`config.mk`:
```
export PLATFORM = sky130hd
export DESIGN_NAME = multicycle_control_unit_flat
export DESIGN_NICKNAME = d
export VERILOG_FILES = /design/src/rtl/cpu_ctrl_pkg.sv /design/src/rtl/multicycle_control_unit_if.sv /design/src/rtl/alu_ctrl_decode.sv /design/src/rtl/multicycle_control_unit.sv /design/src/flat_wrapper.sv
export SDC_FILE = /design/constraint.sdc
export NUM_CORES = 1
export LEC_CHECK = 0
export BUFFER_PORTS_ARGS = -buffer_cell sky130_fd_sc_hd__clkbuf_2
export CORE_MARGIN = 10
export CORE_UTILIZATION = 43
export DETAILED_ROUTE_END_ITERATION = 10
export PLACE_DENSITY = 0.82
export SLEW_MARGIN = 15
export SYNTH_ARGS = -nofsm -noshare
export SYNTH_HDL_FRONTEND = slang
export SYNTH_SLANG_ARGS = --single-unit
```
`constraint.sdc`:
```
create_clock -name CLK -period 1.4 [get_ports CLK]
set_input_delay 0.28 -clock CLK [delete_from_list [all_inputs] [get_ports CLK]]
set_output_delay 0.28 -clock CLK [all_outputs]
set_load 0.05 [all_outputs]
```
`src/rtl/cpu_ctrl_pkg.sv`:
```
// Shared encodings for the multi-cycle MIPS-subset controller: opcodes, ALU ops,
// FSM states, PC/register-destination selects and the bundled control word.
package cpu_ctrl_pkg;

  localparam int OPCODE_W = 6;

  localparam logic [5:0] OP_ADD   = 6'b000000;
  localparam logic [5:0] OP_SUB   = 6'b000001;
  localparam logic [5:0] OP_ADDIU = 6'b000010;
  localparam logic [5:0] OP_AND   = 6'b010000;
  localparam logic [5:0] OP_ANDI  = 6'b010001;
  localparam logic [5:0] OP_ORI   = 6'b010010;
  localparam logic [5:0] OP_OR    = 6'b010011;
  localparam logic [5:0] OP_SLL   = 6'b011000;
  localparam logic [5:0] OP_SLT   = 6'b100110;
  localparam logic [5:0] OP_SLTI  = 6'b100111;
  localparam logic [5:0] OP_SW    = 6'b110000;
  localparam logic [5:0] OP_LW    = 6'b110001;
  localparam logic [5:0] OP_BEQ   = 6'b110100;
  localparam logic [5:0] OP_BNE   = 6'b110101;
  localparam logic [5:0] OP_J     = 6'b111000;
  localparam logic [5:0] OP_JR    = 6'b111001;
  localparam logic [5:0] OP_JAL   = 6'b111010;

  typedef enum logic [2:0] {
    ALU_ADD  = 3'b000,
    ALU_SUB  = 3'b001,
    ALU_SLL  = 3'b010,
    ALU_OR   = 3'b011,
    ALU_AND  = 3'b100,
    ALU_SLTU = 3'b101,
    ALU_SLT  = 3'b110,
    ALU_XNOR = 3'b111
  } alu_op_e;

  typedef enum logic [2:0] {
    S_IF     = 3'b000,
    S_ID     = 3'b001,
    S_EXE_LS = 3'b010,
    S_MEM    = 3'b011,
    S_WB_LD  = 3'b100,
    S_EXE_BR = 3'b101,
    S_EXE_AL = 3'b110,
    S_WB_AL  = 3'b111
  } state_e;

  localparam logic [1:0] PC_SEQ = 2'b00;
  localparam logic [1:0] PC_BR  = 2'b01;
  localparam logic [1:0] PC_RS  = 2'b10;
  localparam logic [1:0] PC_JMP = 2'b11;

  localparam logic [1:0] REG_RA = 2'b00;
  localparam logic [1:0] REG_RT = 2'b01;
  localparam logic [1:0] REG_RD = 2'b10;

  typedef struct packed {
    logic       pc_wre;
    logic       ir_wre;
    logic       ins_mem_rw;
    logic       reg_wre;
    logic [1:0] reg_dst;
    logic       wr_reg_d_src;
    logic       db_data_src;
    logic       m_rd;
    logic       m_wr;
    logic [1:0] pc_src;
    logic [2:0] alu_op;
    logic       alu_src_a;
    logic       alu_src_b;
    logic       ext_sel;
  } ctrl_t;

  function automatic logic is_alu_class(input logic [5:0] op);
    case (op)
      OP_ADD, OP_SUB, OP_ADDIU, OP_AND, OP_ANDI,
      OP_ORI, OP_OR, OP_SLL, OP_SLT, OP_SLTI: is_alu_class = 1'b1;
      default:                                is_alu_class = 1'b0;
    endcase
  endfunction

  // Immediate forms write back to rt; register forms write back to rd.
  function automatic logic is_imm_form(input logic [5:0] op);
    case (op)
      OP_ADDIU, OP_ANDI, OP_ORI, OP_SLTI: is_imm_form = 1'b1;
      default:                            is_imm_form = 1'b0;
    endcase
  endfunction

endpackage

```
`src/rtl/multicycle_control_unit_if.sv`:
```
// ALU operand/operation select bundle; the control unit is the master and the
// datapath ALU is the slave returning the zero flag.
interface multicycle_control_unit_if;
  logic [2:0] ALUop;
  logic       ALUSrcA;
  logic       ALUSrcB;
  logic       ExtSel;
  logic       zero;

  modport master (output ALUop, ALUSrcA, ALUSrcB, ExtSel, input zero);
  modport slave  (input ALUop, ALUSrcA, ALUSrcB, ExtSel, output zero);
endinterface

```
`src/rtl/alu_ctrl_decode.sv`:
```
// Combinational opcode-to-ALU-select decode; don't-care fields are driven 0.
module alu_ctrl_decode
  import cpu_ctrl_pkg::*;
#(
    parameter int OP_W = 6
) (
    input  logic [OP_W-1:0] opcode,
    output logic [2:0]      alu_op,
    output logic            alu_src_a,
    output logic            alu_src_b,
    output logic            ext_sel
);

    always_comb begin
        // NOTE: every combinational output gets a default first so no path infers a latch.
        alu_op    = ALU_ADD;
        alu_src_a = 1'b0;
        alu_src_b = 1'b0;
        ext_sel   = 1'b0;
        case (opcode)
            OP_SUB:         alu_op = ALU_SUB;
            OP_ADDIU:       begin alu_src_b = 1'b1; ext_sel = 1'b1; end
            OP_AND:         alu_op = ALU_AND;
            OP_ANDI:        begin alu_op = ALU_AND; alu_src_b = 1'b1; end
            OP_ORI:         begin alu_op = ALU_OR;  alu_src_b = 1'b1; end
            OP_OR:          alu_op = ALU_OR;
            OP_SLL:         begin alu_op = ALU_SLL; alu_src_a = 1'b1; end
            OP_SLT:         alu_op = ALU_SLT;
            OP_SLTI:        begin alu_op = ALU_SLT; alu_src_b = 1'b1; ext_sel = 1'b1; end
            OP_SW, OP_LW:   begin alu_src_b = 1'b1; ext_sel = 1'b1; end
            OP_BEQ, OP_BNE: begin alu_op = ALU_SUB; ext_sel = 1'b1; end
            default:        ;
        endcase
    end

endmodule

```
`src/rtl/multicycle_control_unit.sv`:
```
// Multi-cycle MIPS-subset control FSM (IF/ID/EXE/MEM/WB) with a sticky HALT
// state; outputs decode the registered state and the IR opcode.
module multicycle_control_unit
  import cpu_ctrl_pkg::*;
#(
    parameter int              OP_W    = 6,
    parameter logic [OP_W-1:0] HALT_OP = 6'b111111
) (
    input  logic            CLK,
    input  logic            Reset,
    input  logic [OP_W-1:0] opcode,
    multicycle_control_unit_if.master alu,
    output logic [2:0]      state,
    output logic            PCWre,
    output logic            IRWre,
    output logic            InsMemRW,
    output logic            RegWre,
    output logic [1:0]      RegDst,
    output logic            WrRegDSrc,
    output logic            DBDataSrc,
    output logic            mRD,
    output logic            mWR,
    output logic [1:0]      PCSrc
);

    state_e     state_q, state_d;
    logic       halt_q, halt_d;
    ctrl_t      ctrl, ctrl_out;
    logic [2:0] dec_alu_op;
    logic       dec_src_a, dec_src_b, dec_ext;

    alu_ctrl_decode #(.OP_W(OP_W)) u_dec (
        .opcode    (opcode),
        .alu_op    (dec_alu_op),
        .alu_src_a (dec_src_a),
        .alu_src_b (dec_src_b),
        .ext_sel   (dec_ext)
    );

    always_ff @(posedge CLK or negedge Reset) begin
        if (!Reset) begin
            state_q <= S_IF;
            halt_q  <= 1'b0;
        end else begin
            // NOTE: sequential state uses non-blocking assignment so all registers update together.
            state_q <= state_d;
            halt_q  <= halt_d;
        end
    end

    always_comb begin
        state_d = state_q;
        halt_d  = halt_q;
        ctrl    = '0;
        if (!halt_q) begin
            // ALU selects stay valid from ID through WB so the ALU result holds steady.
            if (state_q != S_IF) begin
                ctrl.alu_op    = dec_alu_op;
                ctrl.alu_src_a = dec_src_a;
                ctrl.alu_src_b = dec_src_b;
                ctrl.ext_sel   = dec_ext;
            end
            case (state_q)
                S_IF: begin
                    ctrl.ins_mem_rw = 1'b1;
                    ctrl.ir_wre     = 1'b1;
                    state_d         = S_ID;
                end
                S_ID: begin
                    if (opcode == HALT_OP) begin
                        halt_d = 1'b1;
                    end else if (opcode == OP_J || opcode == OP_JR || opcode == OP_JAL) begin
                        ctrl.pc_wre = 1'b1;
                        ctrl.pc_src = (opcode == OP_JR) ? PC_RS : PC_JMP;
                        if (opcode == OP_JAL) begin
                            ctrl.reg_wre = 1'b1;
                            ctrl.reg_dst = REG_RA;
                        end
                        state_d = S_IF;
                    end else if (opcode == OP_BEQ || opcode == OP_BNE) begin
                        state_d = S_EXE_BR;
                    end else if (opcode == OP_SW || opcode == OP_LW) begin
                        state_d = S_EXE_LS;
                    end else if (is_alu_class(opcode)) begin
                        state_d = S_EXE_AL;
                    end else begin
                        ctrl.pc_wre = 1'b1;
                        state_d     = S_IF;
                    end
                end
                S_EXE_BR: begin
                    ctrl.pc_wre = 1'b1;
                    if ((opcode == OP_BEQ && alu.zero) || (opcode == OP_BNE && !alu.zero))
                        ctrl.pc_src = PC_BR;
                    state_d = S_IF;
                end
                S_EXE_LS: state_d = S_MEM;
                S_MEM: begin
                    if (opcode == OP_SW) begin
                        ctrl.m_wr   = 1'b1;
                        ctrl.pc_wre = 1'b1;
                        state_d     = S_IF;
                    end else begin
                        ctrl.m_rd = 1'b1;
                        state_d   = S_WB_LD;
                    end
                end
                S_WB_LD: begin
                    ctrl.m_rd         = 1'b1;
                    ctrl.db_data_src  = 1'b1;
                    ctrl.wr_reg_d_src = 1'b1;
                    ctrl.reg_dst      = REG_RT;
                    ctrl.reg_wre      = 1'b1;
                    ctrl.pc_wre       = 1'b1;
                    state_d           = S_IF;
                end
                S_EXE_AL: state_d = S_WB_AL;
                S_WB_AL: begin
                    ctrl.reg_wre      = 1'b1;
                    ctrl.wr_reg_d_src = 1'b1;
                    ctrl.reg_dst      = is_imm_form(opcode) ? REG_RT : REG_RD;
                    ctrl.pc_wre       = 1'b1;
                    state_d           = S_IF;
                end
                default: state_d = S_IF;
            endcase
        end
    end

    // Reset forces every output low, including the fetch enables of IF.
    assign ctrl_out = Reset ? ctrl : '0;

    assign state       = state_q;
    assign PCWre       = ctrl_out.pc_wre;
    assign IRWre       = ctrl_out.ir_wre;
    assign InsMemRW    = ctrl_out.ins_mem_rw;
    assign RegWre      = ctrl_out.reg_wre;
    assign RegDst      = ctrl_out.reg_dst;
    assign WrRegDSrc   = ctrl_out.wr_reg_d_src;
    assign DBDataSrc   = ctrl_out.db_data_src;
    assign mRD         = ctrl_out.m_rd;
    assign mWR         = ctrl_out.m_wr;
    assign PCSrc       = ctrl_out.pc_src;
    assign alu.ALUop   = ctrl_out.alu_op;
    assign alu.ALUSrcA = ctrl_out.alu_src_a;
    assign alu.ALUSrcB = ctrl_out.alu_src_b;
    assign alu.ExtSel  = ctrl_out.ext_sel;

endmodule

```
`src/flat_wrapper.sv`:
```
// flat-port wrapper written by rule: the top's interface ports become plain ports
module multicycle_control_unit_flat import cpu_ctrl_pkg::*;
#(
    parameter int              OP_W    = 6,
    parameter logic [OP_W-1:0] HALT_OP = 6'b111111
)
  (CLK, Reset, opcode, state, PCWre, IRWre, InsMemRW, RegWre, RegDst, WrRegDSrc, DBDataSrc, mRD, mWR, PCSrc, alu_ALUop, alu_ALUSrcA, alu_ALUSrcB, alu_ExtSel, alu_zero);
  multicycle_control_unit_if alu_i ();
  input  logic CLK;
  input  logic Reset;
  input  logic [OP_W-1:0] opcode;
  output logic [2:0] state;
  output logic PCWre;
  output logic IRWre;
  output logic InsMemRW;
  output logic RegWre;
  output logic [1:0] RegDst;
  output logic WrRegDSrc;
  output logic DBDataSrc;
  output logic mRD;
  output logic mWR;
  output logic [1:0] PCSrc;
  output wire logic [$bits(alu_i.ALUop)-1:0] alu_ALUop;
  output wire logic [$bits(alu_i.ALUSrcA)-1:0] alu_ALUSrcA;
  output wire logic [$bits(alu_i.ALUSrcB)-1:0] alu_ALUSrcB;
  output wire logic [$bits(alu_i.ExtSel)-1:0] alu_ExtSel;
  input wire logic [$bits(alu_i.zero)-1:0] alu_zero;
  assign alu_ALUop = alu_i.ALUop;
  assign alu_ALUSrcA = alu_i.ALUSrcA;
  assign alu_ALUSrcB = alu_i.ALUSrcB;
  assign alu_ExtSel = alu_i.ExtSel;
  assign alu_i.zero = alu_zero;
  multicycle_control_unit #(.OP_W(OP_W), .HALT_OP(HALT_OP)) u_core (.CLK(CLK), .Reset(Reset), .opcode(opcode), .alu(alu_i), .state(state), .PCWre(PCWre), .IRWre(IRWre), .InsMemRW(InsMemRW), .RegWre(RegWre), .RegDst(RegDst), .WrRegDSrc(WrRegDSrc), .DBDataSrc(DBDataSrc), .mRD(mRD), .mWR(mWR), .PCSrc(PCSrc));
endmodule
```
==> qor.yml, run 1 <==
yosys:
  netlist_instances: 114
  synthSimpleGateAreaFrac_pct: 44.8
  synth-async-reset-ratio_pct: 100
  synth_adder_area_share_pct: 0
  avgSynthCellArea_um2: 6.91
  synthesis.area_um2: 788
  synth_top_area_share_pct: 12.7
  synth_cell_types: 44
  synth.yosys.seq_area_share_pct: 12.7
  yosys_warnings: 0
  synth_area_leaders: "dfrtp_1 (13%), a21oi_1 (5.7%), nor3_1 (5.1%)"
  synth_compound_area_share_pct: 26.7
  syn-num-nets: 123
  yosysTopAreaCell: "dfrtp_1"
  ys_ff_latch: 4
  muxShareOfSynthArea_pct: 5.40
  synth_edf_count: 0
  synthXorXnorAreaFrac_pct: 0
  synth_top_family_by_area: "simple AND/OR/NAND/NOR gates"
  synthFlopType: "dfrtp_1"
outcome:
  firstError: "[ERROR DPL-0033] detailed placement checks failed during check placement."
  haltStage: "detailed placement (3_5_place_dp)"
  status: "stopped before the end"
placed_design:
  dp_hpwl_um: 4290
  gp_congestion: 0.834
  port_buffers: 29
die:
  die_w_um: 62.8
  rows: 15
  die_h_um: 62.8
  initial_core_util_pct: 45.7
  ios: 30
==> cell usage after synthesis, types with 2 or more instances <==
master,number
o21ai_1,2
nand2b_1,6
o32ai_1,2
nor2_1,10
buf_4,5
a211oi_1,2
clkbuf_1,2
nand3b_1,3
inv_1,6
buf_2,3
dfrtp_1,4
mux2i_1,2
nor2b_1,6
nand2_1,8
a31oi_1,4
a21oi_1,9
nor3_1,8
nand3_1,6
==> kinds of logic after synthesis <==
kind of cell / Yosys count
AO/OA/AOI/OAI: 29
buffers and inverters: 16
flip-flops: 4
multiplexers: 4
AND/OR/NAND/NOR: 61
==> through the flow <==
step	cell area [um^2]	setup TNS [ns]	cells	setup slack (ns)	hold slack, ns
2_1_floorplan	997	-6.96	114	-0.483	-0.0156
3_3_place_gp	1710	-4.47	202	-0.342	0.211
==> run 2, diff against run 1 <==
CORE_AREA = 10 10 71 73   (was default)
CORE_MARGIN = default   (was 10)
CORE_UTILIZATION = default   (was 43)
DIE_AREA = 0 0 81 83   (was default)
PLACE_DENSITY = default   (was 0.82)
PLACE_DENSITY_LB_ADDON = 0.15   (was default)
clock period = 1.82 ns   (was 1.4 ns; I/O delays follow)
==> qor.yml, run 2 <==
sta:
  hold_slack_ns: 0.0763
  final.setup.tns_ns: -0.318
  tightest_slew_ns: 0.331
  finClkSkew_ns: 0.00818
  fin_crit_ns: 1.94
  setup_viol: 6
  max_slew_margin_pct: 77.7
  rsz0062_at_grt: "true"
  period_share_pct: 107
  final_max_slew_viol_count: 0
  setup_ws_ns: -0.121
  finalHoldViolCount: 0
  timing.fmax_ghz: 0.515
clocking:
  worstSkewPairLatency_ns: 0.22
  clk_pin_slew_worst_paths_ns: 0.04
  htreeDepth: 1
  cts_made_buffers: 3
  tritoncts: "yes"
  root_buffer: "clkbuf_8"
  cts.sinks: 4
  holdBufCountCts: 0
  clk_path_buf_depth: 2
pwr:
  p_clk_share_pct: 10.2
  switching_power_uw: 931
  finalPower_mw: 1.95
  p_per_area_nw_per_um2: 972
  ir_worst_vdd_v: 0.000567
  switching_share_pct: 47.8
  seqPwrFrac_pct: 8.8
  p_leak_nw: 0.808
  cellInternalPower_mw: 1.02
  combPwrFrac_pct: 81.1
route:
  drt_iter0_markers: 51
  vias: 1124
  wl_per_cell_um: 13.8
  ant_nets: 0
  finalWirelength_um: 3230
  drc: 0
  viasPerCell: 4.80
  drtPass1Iterations: 5
yosys:
  yosysMostFrequentCell: "nor2_1"
  yosys_warnings: 0  # unchanged
  synth.yosys.seq_area_share_pct: 12.7  # unchanged
  syn-num-nets: 123  # unchanged
  synthFlopType: "dfrtp_1"
  synth_area_leaders: "dfrtp_1 (13%), a21oi_1 (5.7%), nor3_1 (5.1%)"
  synth-async-reset-ratio_pct: 100  # unchanged
  netlist_instances: 114  # unchanged
  netlist_top_cells_count: "nor2_1 (10), a21oi_1 (9), nand2_1 (8), nor3_1 (8)"
  synthesis.area_um2: 788  # unchanged
  synth_top_area_share_pct: 12.7  # unchanged
  avgSynthCellArea_um2: 6.91  # unchanged
  synth_cell_types: 44  # unchanged
  ys_ff_latch: 4  # unchanged
  yosysTopAreaCell: "dfrtp_1"
  synth_edf_count: 0  # unchanged
job:
  maxCapViolations: 0
finish:
  fillerInstances: 340
  final_cell_mix: "buf_4 (35), buf_6 (15), buf_12 (15), clkbuf_8 (7)"
  fin_area_um2: 2000
  drive_above_1_share_pct: 71.0
  syn_to_final_growth_pct: 154
  seq_area_um2: 104
  final_common_cell: "buf_4"
  stdcell_count: 234
  largest_reg_flops: 3
  antenna_cells: 0
  nets: 196
  multi_input_area_um2: 905
grt:
  grt_usage_pct: 9.46
  grt_max_degree: 13
  grt_pass1_wl_um: 5500
  grt_pass1_vias: 1180
  grt_overflow: 0
  antenna_found_initial: 0
die:
  rows: 22  # +7
  die_h_um: 83  # +32%
  ios: 30  # unchanged
  die_area_um2: 6720
  core_area_um2: 3630
  die_w_um: 81  # +29%
  initial_core_util_pct: 21.7  # -24 points
critical_path:
  path_delay_family: "simple AND/OR/NAND/NOR gates"
  worst_path_largest_cell_delay_ns: 0.40
  crit_buf_inv: 2
  cp_max_fo: 5
  rr_startpoint: "u_core.state[1]"
  cp-end-kind: "output port"
  reg2reg_to: "u_core.state[0]"
  rr_worst_depth: 5
  critical_path_class: "reg -> out"
  crit_required_ns: 1.46
  worstPathCellList: "buf_6 > or3b_4 > nor3_2 > a31o_4 > buf_12"
  cp.arrival_ns: 1.58
  start_kind: "flip-flop"
  slowest_stage: "dfrtp_2"
  rrSetupSlack_ns: 0.14
placed_design:
  gp_congestion: 0.814  # -2.4%
  dp_hpwl_um: 2650  # -38%
  port_buffers: 29  # unchanged
  place_area_um2: 1630
  dp_cells: 221
outcome:
  violations: "setup timing"
  status: "complete, but fails checks"
worst_hold_path:
  holdCritPathClass: "in -> async"
==> run 2: routing by layer <==
| metal | routed length, um | GRT usage, % |
|---|---|---|
| met1 | 1280 | 10.8 |
| met4 | 0 | 0.939 |
| met3 | 244 | 3.56 |
| met2 | 1710 | 16.6 |
| met5 | 0 | 0 |
==> run 2: final cells by class <==
type	instances	area share, %
clock buffer	4	2.25
sequential	4	5.18
multi-input combinational	94	45.1
inverter	6	1.31
timing repair buffer	78	43.1
tap	48	3.00
==> run 2: stage by stage <==
step	utilization, %	setup slack, ns
CTS	51.3	-0.147
floorplan	-	-0.147
finish	55.2	-0.121
detailed placement	44.8	-0.149
global placement	44.8	-0.116
global route	55.2	-0.174
==> run 2: repair_timing <==
action	CTS	global route
endpoints found under the hold margin	0	0
endpoints found under the setup margin	18	18
cloned	0	0
gates resized for setup	33	28
pin swaps	6	12
buffers inserted	4	5
==> run 2: how the worst max path moves through the flow <==
stage | startpoint | cells after the start | slack (ns) | endpoint
finish | u_core.state[1] | 5 | -0.12 | PCWre
global route | u_core.state[1] | 5 | -0.17 | PCWre
CTS | u_core.state[1] | 5 | -0.15 | PCWre
detailed placement | opcode[4] | 6 | -0.15 | PCWre
global placement | opcode[0] | 6 | -0.12 | PCWre
floorplan | u_core.state[0] | 4 | -0.15 | InsMemRW
==> run 2: worst reg2reg max path: stages (launching register included) <==
cell	delay [ns]
dfrtp_2	0.40
buf_6	0.13
or3b_4	0.39
buf_4	0.16
o21bai_4	0.15
mux2_1	0.33
==> run 2: kinds of logic (layout without fill, tap and decap cells) <==
kind of cell | count (synthesis) | count (layout) | share of synthesized area [%]
and+or+nand+nor | 61 | 61 | 44.8
AOI/OAI and AO/OA | 29 | 29 | 26.7
buffers and inverters | 16 | 88 | 10.5
muxes | 4 | 4 | 5.40
DFF | 4 | 4 | 12.7
==> run 2: power by group through the flow <==
stage,registers [mW],logic (mW),clock network (mW)
3_3_place_gp,0.174,1.25,0
2_1_floorplan,0.271,0.771,0
5_1_grt,0.176,1.68,0.213
3_5_place_dp,0.174,1.26,0
4_1_cts,0.172,1.41,0.203
6_report,0.171,1.58,0.198
(Power assumes the default switching activity.)
